--- config.mk ---
export PLATFORM = sky130hd
export DESIGN_NAME = input_stream_buffer_flat
export DESIGN_NICKNAME = d
export VERILOG_FILES = /design/src/rtl/input_stream_buffer_if.sv /design/src/rtl/input_stream_buffer.sv /design/src/flat_wrapper.sv
export SDC_FILE = /design/constraint.sdc
export NUM_CORES = 1
export LEC_CHECK = 0
export ABC_AREA = 1
export CAP_MARGIN = 20
export CORE_MARGIN = 1
export CORE_UTILIZATION = 55
export CTS_CLUSTER_DIAMETER = 120
export DETAILED_ROUTE_END_ITERATION = 6
export PLACE_DENSITY = 0.76
export SLEW_MARGIN = 20
export SYNTH_ARGS = -nofsm -noshare
export SYNTH_HDL_FRONTEND = slang
export SYNTH_SLANG_ARGS = --single-unit
--- constraint.sdc ---
create_clock -name axi_clk -period 3.4 [get_ports axi_clk]
set_clock_uncertainty 0.15 [all_clocks]
set_input_delay 0.34 -clock axi_clk [delete_from_list [all_inputs] [get_ports axi_clk]]
set_output_delay 0.34 -clock axi_clk [all_outputs]
set_load 0.05 [all_outputs]
--- src/rtl/input_stream_buffer_if.sv ---
// Stream ingress bundle: 32-bit AXI4-Stream beats in, packed
// 128-bit words out toward the systolic array load port.
interface input_stream_buffer_if #(
    parameter int DATA_W = 32,
    parameter int BEATS  = 4
);
    localparam int WORD_W = DATA_W * BEATS;
    localparam int BW     = $clog2(BEATS + 1);

    logic              s_axis_valid;
    logic [DATA_W-1:0] s_axis_data;
    logic              s_axis_last;
    logic              s_axis_ready;

    logic              rd_valid;
    logic [WORD_W-1:0] rd_data;
    logic              rd_last;
    logic [BW-1:0]     rd_beats;
    logic              rd_ready;

    modport slave (
        input  s_axis_valid, s_axis_data, s_axis_last, rd_ready,
        output s_axis_ready, rd_valid, rd_data, rd_last, rd_beats
    );

    modport master (
        output s_axis_valid, s_axis_data, s_axis_last, rd_ready,
        input  s_axis_ready, rd_valid, rd_data, rd_last, rd_beats
    );
endinterface

--- src/rtl/input_stream_buffer.sv ---
// Packs 32-bit stream beats into 128-bit words, lane 0 first.
// Assembly register plus holding register keep one beat per cycle.
module input_stream_buffer #(
    parameter int DATA_W = 32,
    parameter int BEATS  = 4
) (
    input logic                  axi_clk,
    input logic                  axi_rst_n,
    input_stream_buffer_if.slave bus
);
    localparam int WORD_W = DATA_W * BEATS;
    localparam int CW     = $clog2(BEATS);
    localparam int BW     = $clog2(BEATS + 1);

    logic [CW-1:0]     cnt;
    logic [WORD_W-1:0] asm_q;
    logic              asm_full;
    logic              asm_last;
    logic [BW-1:0]     asm_beats;

    logic              ready_q;
    logic              rd_valid_q;
    logic [WORD_W-1:0] rd_data_q;
    logic              rd_last_q;
    logic [BW-1:0]     rd_beats_q;

    logic              accept;
    logic              hold_free;
    logic              complete;
    logic              asm_full_next;
    logic [WORD_W-1:0] comp_word;
    logic [BW-1:0]     comp_beats;

    always_comb begin
        accept     = bus.s_axis_valid && ready_q;
        hold_free  = !rd_valid_q || bus.rd_ready;
        complete   = accept &&
                     ((cnt == CW'(BEATS - 1)) || bus.s_axis_last);
        comp_beats = BW'(cnt) + BW'(1);
        // lanes above the completing one are zero-filled
        comp_word  = '0;
        for (int i = 0; i < BEATS; i++) begin
            if (CW'(i) < cnt)
                comp_word[i*DATA_W +: DATA_W] = asm_q[i*DATA_W +: DATA_W];
            else if (CW'(i) == cnt)
                comp_word[i*DATA_W +: DATA_W] = bus.s_axis_data;
        end
        if (asm_full)
            asm_full_next = !hold_free;
        else
            asm_full_next = complete && !hold_free;
    end

    always_ff @(posedge axi_clk or negedge axi_rst_n) begin
        if (!axi_rst_n) begin
            cnt        <= '0;
            asm_q      <= '0;
            asm_full   <= 1'b0;
            asm_last   <= 1'b0;
            asm_beats  <= '0;
            ready_q    <= 1'b0;
            rd_valid_q <= 1'b0;
            rd_data_q  <= '0;
            rd_last_q  <= 1'b0;
            rd_beats_q <= '0;
        end else begin
            ready_q  <= !asm_full_next;
            asm_full <= asm_full_next;

            if (accept) begin
                if (complete)
                    cnt <= '0;
                else
                    cnt <= cnt + CW'(1);

                if (complete && !hold_free) begin
                    asm_q     <= comp_word;
                    asm_last  <= bus.s_axis_last;
                    asm_beats <= comp_beats;
                end else begin
                    for (int i = 0; i < BEATS; i++)
                        if (CW'(i) == cnt)
                            asm_q[i*DATA_W +: DATA_W] <= bus.s_axis_data;
                end
            end

            // parked word has priority; it cannot coexist with a completion
            if (asm_full && hold_free) begin
                rd_valid_q <= 1'b1;
                rd_data_q  <= asm_q;
                rd_last_q  <= asm_last;
                rd_beats_q <= asm_beats;
            end else if (complete && hold_free) begin
                rd_valid_q <= 1'b1;
                rd_data_q  <= comp_word;
                rd_last_q  <= bus.s_axis_last;
                rd_beats_q <= comp_beats;
            end else if (bus.rd_ready) begin
                rd_valid_q <= 1'b0;
            end
        end
    end

    assign bus.s_axis_ready = ready_q;
    assign bus.rd_valid     = rd_valid_q;
    assign bus.rd_data      = rd_data_q;
    assign bus.rd_last      = rd_last_q;
    assign bus.rd_beats     = rd_beats_q;

endmodule

--- src/flat_wrapper.sv ---
// flat-port wrapper written by rule: the top's interface ports become plain ports
module input_stream_buffer_flat 
#(
    parameter int DATA_W = 32,
    parameter int BEATS  = 4
)
  (axi_clk, axi_rst_n, bus_s_axis_valid, bus_s_axis_data, bus_s_axis_last, bus_rd_ready, bus_s_axis_ready, bus_rd_valid, bus_rd_data, bus_rd_last, bus_rd_beats);
  input_stream_buffer_if #(.DATA_W(DATA_W), .BEATS(BEATS)) bus_i ();
  input logic axi_clk;
  input logic axi_rst_n;
  input wire logic [$bits(bus_i.s_axis_valid)-1:0] bus_s_axis_valid;
  input wire logic [$bits(bus_i.s_axis_data)-1:0] bus_s_axis_data;
  input wire logic [$bits(bus_i.s_axis_last)-1:0] bus_s_axis_last;
  input wire logic [$bits(bus_i.rd_ready)-1:0] bus_rd_ready;
  output wire logic [$bits(bus_i.s_axis_ready)-1:0] bus_s_axis_ready;
  output wire logic [$bits(bus_i.rd_valid)-1:0] bus_rd_valid;
  output wire logic [$bits(bus_i.rd_data)-1:0] bus_rd_data;
  output wire logic [$bits(bus_i.rd_last)-1:0] bus_rd_last;
  output wire logic [$bits(bus_i.rd_beats)-1:0] bus_rd_beats;
  assign bus_i.s_axis_valid = bus_s_axis_valid;
  assign bus_i.s_axis_data = bus_s_axis_data;
  assign bus_i.s_axis_last = bus_s_axis_last;
  assign bus_i.rd_ready = bus_rd_ready;
  assign bus_s_axis_ready = bus_i.s_axis_ready;
  assign bus_rd_valid = bus_i.rd_valid;
  assign bus_rd_data = bus_i.rd_data;
  assign bus_rd_last = bus_i.rd_last;
  assign bus_rd_beats = bus_i.rd_beats;
  input_stream_buffer #(.DATA_W(DATA_W), .BEATS(BEATS)) u_core (.axi_clk(axi_clk), .axi_rst_n(axi_rst_n), .bus(bus_i));
endmodule
# ---- Yosys cells after proc, flatten, opt, wreduce, memory -nomap -nowiden
# Index checks and enable logic that the tools add are counted.
dict set report totals {
  output_inout_bits 134
  register_bits 269
}
dict set report classes {
  reduce_logical 22
  n_mux 24
  n_addsub 2
  magnitude_cmp 4
  n_eq_ne 4
}
# operator count
set op_table {}
lappend op_table {{128-bit two-way mux} 3}
lappend op_table {{32-bit two-way mux} 12}
lappend op_table {{2-bit AND reduction} 5}
lappend op_table {{2-bit nonzero test} 5}
lappend op_table {{1-bit two-way mux} 6}
lappend op_table {{3-bit two-way mux} 2}
lappend op_table {{1-bit logical AND} 5}
lappend op_table {{2-bit equality test, first input constant} 2}
lappend op_table {{1-bit by 2-bit less-than comparator with 1-bit output, first input constant} 2}
lappend op_table {{2-bit less-than comparator, first input constant} 2}
lappend op_table {{2-bit by 1-bit adder with 3-bit output, second input constant} 1}
lappend op_table {{1-bit zero test} 3}
lappend op_table {{3-bit nonzero test} 1}
lappend op_table {{2-bit by 1-bit adder with 2-bit output, second input constant} 1}
lappend op_table {{1-bit by 2-bit equality test with 1-bit output, first input constant} 1}
lappend op_table {{2-bit equality test, second input constant} 1}
lappend op_table {{2-bit zero test} 1}
lappend op_table {{1-bit logical OR} 2}
lappend op_table {{2-bit two-way mux} 1}

# ---- Logic depth before layout (Yosys ltp)
dict set report logic_depth {
  depth_word 6
  depth_mapped 13
  depth_no_buf 9
}

# ---- Worst setup path after synthesis
# OpenSTA, ideal clock, no wires.
dict set report synth_timing {
  path_kind {register to register}
  start {register u_core.cnt[1]}
  end {register u_core.asm_q[25]}
  path_stages_with_launch 12
  required_ns 3.181
  path_slack_ns 1.206
  path_buffers 4
  t_arrival_ns 1.975
  cell_sequence {dfrtp_1 -> clkbuf_1 -> clkinv_1 -> buf_2 -> ha_1 -> buf_2 -> inv_1 -> nor2_2 -> inv_1 -> clkbuf_1 -> nand3_1 -> nand3_1}
}
dict set report synth_via {
  elab_chain_cells 6
  elab_cells_between_ends 11
  classes_between {1 x order compare; 1 x eq/ne; 3 x mux; 6 x reduce/logical}
}
# item line
set synth_lines {}
lappend synth_lines {{start: declaration} input_stream_buffer.sv:15} ;# logic [CW-1:0] cnt;
lappend synth_lines {{start signal: assignment} input_stream_buffer.sv:74} ;# cnt <= cnt + CW'(1);
lappend synth_lines {{2-bit equality test} input_stream_buffer.sv:38} ;# ((cnt == CW'(BEATS - 1)) || bus.s_axis_last);
lappend synth_lines {{1-bit logical OR} input_stream_buffer.sv:38}
lappend synth_lines {{1-bit logical AND} input_stream_buffer.sv:37} ;# complete = accept &&
lappend synth_lines {{1-bit logical AND} input_stream_buffer.sv:76} ;# if (complete && !hold_free) begin
lappend synth_lines {{2-bit nonzero test (no line)} --}
lappend synth_lines {{2-bit AND reduction (no line)} --}
lappend synth_lines {{end signal: assignment} input_stream_buffer.sv:77} ;# asm_q <= comp_word;
lappend synth_lines {{end signal: indexed assignment} input_stream_buffer.sv:83} ;# asm_q[i*DATA_W +: DATA_W] <= bus.s_axis_data;
lappend synth_lines {{end: declaration} input_stream_buffer.sv:16} ;# logic [WORD_W-1:0] asm_q;
# Parallel ways exist; a longest one is shown, timed or not.
# A chain may end at the register's enable or synchronous reset.

# ---- Worst setup path in the final report
dict set report layout_timing {
  start {register u_core.cnt[1]}
  end {register u_core.asm_q[63]}
}
# The elaborated chain is that of the path after synthesis.

==> key figures <==
Floorplan
  • IO Count: 171
  • Chip Width: 163 um
  • DIE HEIGHT: 163 um
  • Die ar.: 26600 um^2
  • Starting Density: 56.4%
  • CORE AREA: 25300 um^2
  • Cell Rows: between 50 and 60

Finish
  • Most frequent cells in the layout: nand2_1 (1120), nand3_1 (420), dfrtp_1 (269)
  • Final non-filler cell total: 2504
  • Proportion of layout cells with a drive suffix above 1: 4.37%
  • Fin area: 17100 um^2
  • Nets@finish: 2194
  • Fillcell total: ~2200
  • Antenna diode count: 0
  • Most common cell after layout, fill and taps aside: nand2_1
  • Register area: about 6700 um^2
  • Synthesis-to-layout area growth: 19.6%
  • Area occupied by multi-input gates: 6680 um^2

Drt
  • 1st-pass router iterations: 6
  • ANT nets after route: 0
  • Total Wirelength: 44000 um
  • DRC: 0
  • Routed vias: 14398
  • Drt wl/cell: around 18 um
  • 1st-iter DRT viols: 1746
  • DR vias/cell: around 5.8

Place
  • Post-DP Area: 16100 um^2
  • GPL Wtd Cong: 0.836
  • Pre-CTS worst setup slack: 0.791 ns
  • Number of port buffers: 170
  • Post-detail-place hpwl: between 20000 and 30000 um
  • Dpl cells: 2450

Timing
  • Final setup margin: roughly 0.86 ns
  • Max Freq: 393 MHz
  • Worst slew pin tran: 0.969 ns
  • Setup violators final: 0
  • Final min period: around 2.5 ns
  • Crit share post-route: 74.8%
  • Setup_tns: 0 ns
  • Slew Viols, Final: 0
  • Relative slew slack: a little over a third
  • Final hold vios: 0
  • RSZ-0062 raised after global routing: no

Global route
  • Overall routing resource usage: between 30 and 40%
  • Pin count of the biggest net entering global routing: 191
  • GR Overflow Total: 0
  • First-pass GRT wire length: 71200 um
  • Vias in the first global route: 13563
  • Antenna violations before repair: 0

Critical path
  • CP bufs+invs: 5
  • WS Path Type: reg2reg
  • CP max-delay cell: dfrtp_1
  • Element type at the critical path end: flip-flop
  • Critical Path Max Stage Delay: 0.41 ns
  • Required @ worst endpoint: 3.73 ns
  • Crit start category: flip-flop
  • Crit path DAT: 2.87 ns
  • Most used cell, CP: buf_4
  • Kind of cell adding the most delay to the critical path: buffers and inverters
  • CP Cell Sequence: buf_4, clkinv_1, buf_4, ha_1, nand2_1, inv_1, buf_4, nand3_1, nand3_1
  • Max FO, Critical Path: 34

Hold path
  • Worst hold path type: in2async

CTS
  • Clk pin slew, worst setup/hold paths: 0.07 ns
  • Worst-Skew Late Latency: 0.56 ns
  • CTS HTree Levels: 1
  • Clk sinks: between 200 and 300
  • CTS root buf: clkbuf_16
  • Cts repair resizes: 0
  • Total CTS buffers: 28
  • Max Buffers Root-to-Sink: 3
  • Post-CTS Repair Setup Buffers: 0
  • CTS tree: built

Power
  • Max VDD drop: 0.611 mV
  • LEAKAGE: 9.19 nW
  • PD cells: 968 nW/um^2
  • Total Power: 16.5 mW

Synth
  • Main area contributors after synthesis: dfrtp_1 (47%), nand2_1 (29%), nand3_1 (15%), buf_2 (2.5%), clkbuf_1 (1.8%)
  • Yosys cell types: 21
  • Syn. warnings: 0
  • Synthesized Nets: 2107
  • Sequential share of the synthesized area: 47.1%
  • Syn Std Cell Area: 14300 um^2
  • Area leader, netlist: dfrtp_1
  • Mapped Avg Cell Area: just under 7 um^2
  • Gate count after technology mapping: 2065
  • Synth Register Bits: 269
  • Post-synth top area share: 47.1%

Flow run
  • MaxCap Viol Count: 0

Outcome
  • Outcome: finished, final reports clean
## synthesized netlist by cell type
master,instances
buf_1,2
a21oi_1,2
ha_1,5
inv_1,42
nand2_1,1120
nor2_1,2
nor2_2,5
nand3_1,420
o22ai_1,1
nand2_2,4
buf_2,70
nand3_2,1
o21ai_1,4
clkbuf_1,67
buf_4,10
o21ai_0,32
inv_2,4
o21ai_4,1
dfrtp_1,269
buf_6,3
clkinv_1,1
## metrics by stage
stage          hold WS, ns  util (%)
2_1_floorplan       -0.106         -
3_3_place_gp         0.124      63.5
3_5_place_dp         0.121      63.5
4_1_cts              0.148      67.3
5_1_grt              0.171      67.4
6_report             0.147      67.4
## worst paths after layout
kind / startpoint / endpoint / slack, ns / depth (start not counted)
max in group asynchronous: axi_rst_n / u_core.asm_q[44] / 1.94 / 3
hold reg to reg: u_core.bus.rd_data[113] / u_core.bus.rd_data[113] / 0.32 / 2
setup reg to reg: u_core.cnt[1] / u_core.asm_q[63] / 0.86 / 9
setup / recovery: u_core.cnt[1] / u_core.asm_q[63] / 0.86 / 9
min in group axi_clk: u_core.bus.rd_data[113] / u_core.bus.rd_data[113] / 0.32 / 2
hold / removal: axi_rst_n / u_core.asm_q[89] / 0.15 / 2
## power by group
part | switching [mW] | total (mW) | leakage [nW] | internal (mW)
combinational | 5.44 | 7.92 | 5.21 | 2.48
clock | 1.31 | 3.23 | 0.468 | 1.92
sequential | 0.904 | 5.38 | 3.51 | 4.48
## state kept, by name (all words and copies together), names as in the netlist
register                 flops
u_core.cnt                   2
u_core.bus.rd_valid          1
u_core.asm_last              1
u_core.asm_beats             3
u_core.bus.rd_last           1
u_core.bus.rd_data         128
u_core.bus.rd_beats          3
u_core.bus.s_axis_ready      1
u_core.asm_full              1
u_core.asm_q               128
## timing repair
| item | 4_1_cts | 5_1_grt |
|---|---|---|
| hold endpoints to repair | 128 | 0 |
| hold buffers | 1 | 0 |
| setup endpoints to repair | 0 | 0 |
## kinds of logic after synthesis
| group | after synthesis | share of synthesized area, % |
|---|---|---|
| simple gates | 1552 | 44.7 |
| compound gates | 40 | 1.49 |
| buf+inv | 199 | 6.26 |
| flops | 269 | 47.1 |
| fa+ha+maj | 5 | 0.438 |
## worst register-to-register path, delay by kind of cell (launching register included)
kind,cells,cell delay [ns]
and+or+nand+nor,3,0.42
DFF,1,0.41
adders and majority gates,1,0.41
buffers and inverters,5,1.08
## layout make-up
type | instances | area share [%]
Sequential cell | 269 | 39.4
Inverter | 47 | 1.03
Clock buffer | 46 | 4.97
Tap cell | 330 | 2.42
Multi-Input combinational cell | 1597 | 39.1
Clock inverter | 6 | 0.615
Timing Repair Buffer | 209 | 12.4
## layer usage
layer | vias up | GRT usage, % | wire (um)
met5 | - | 0 | 0
met4 | 0 | 18.9 | 2290
met3 | 106 | 5.43 | 4450
met2 | 814 | 49.7 | 19200
met1 | 6771 | 47.3 | 18100
li1 | 6707 | - | -
Power figures use the tool's default switching activity.
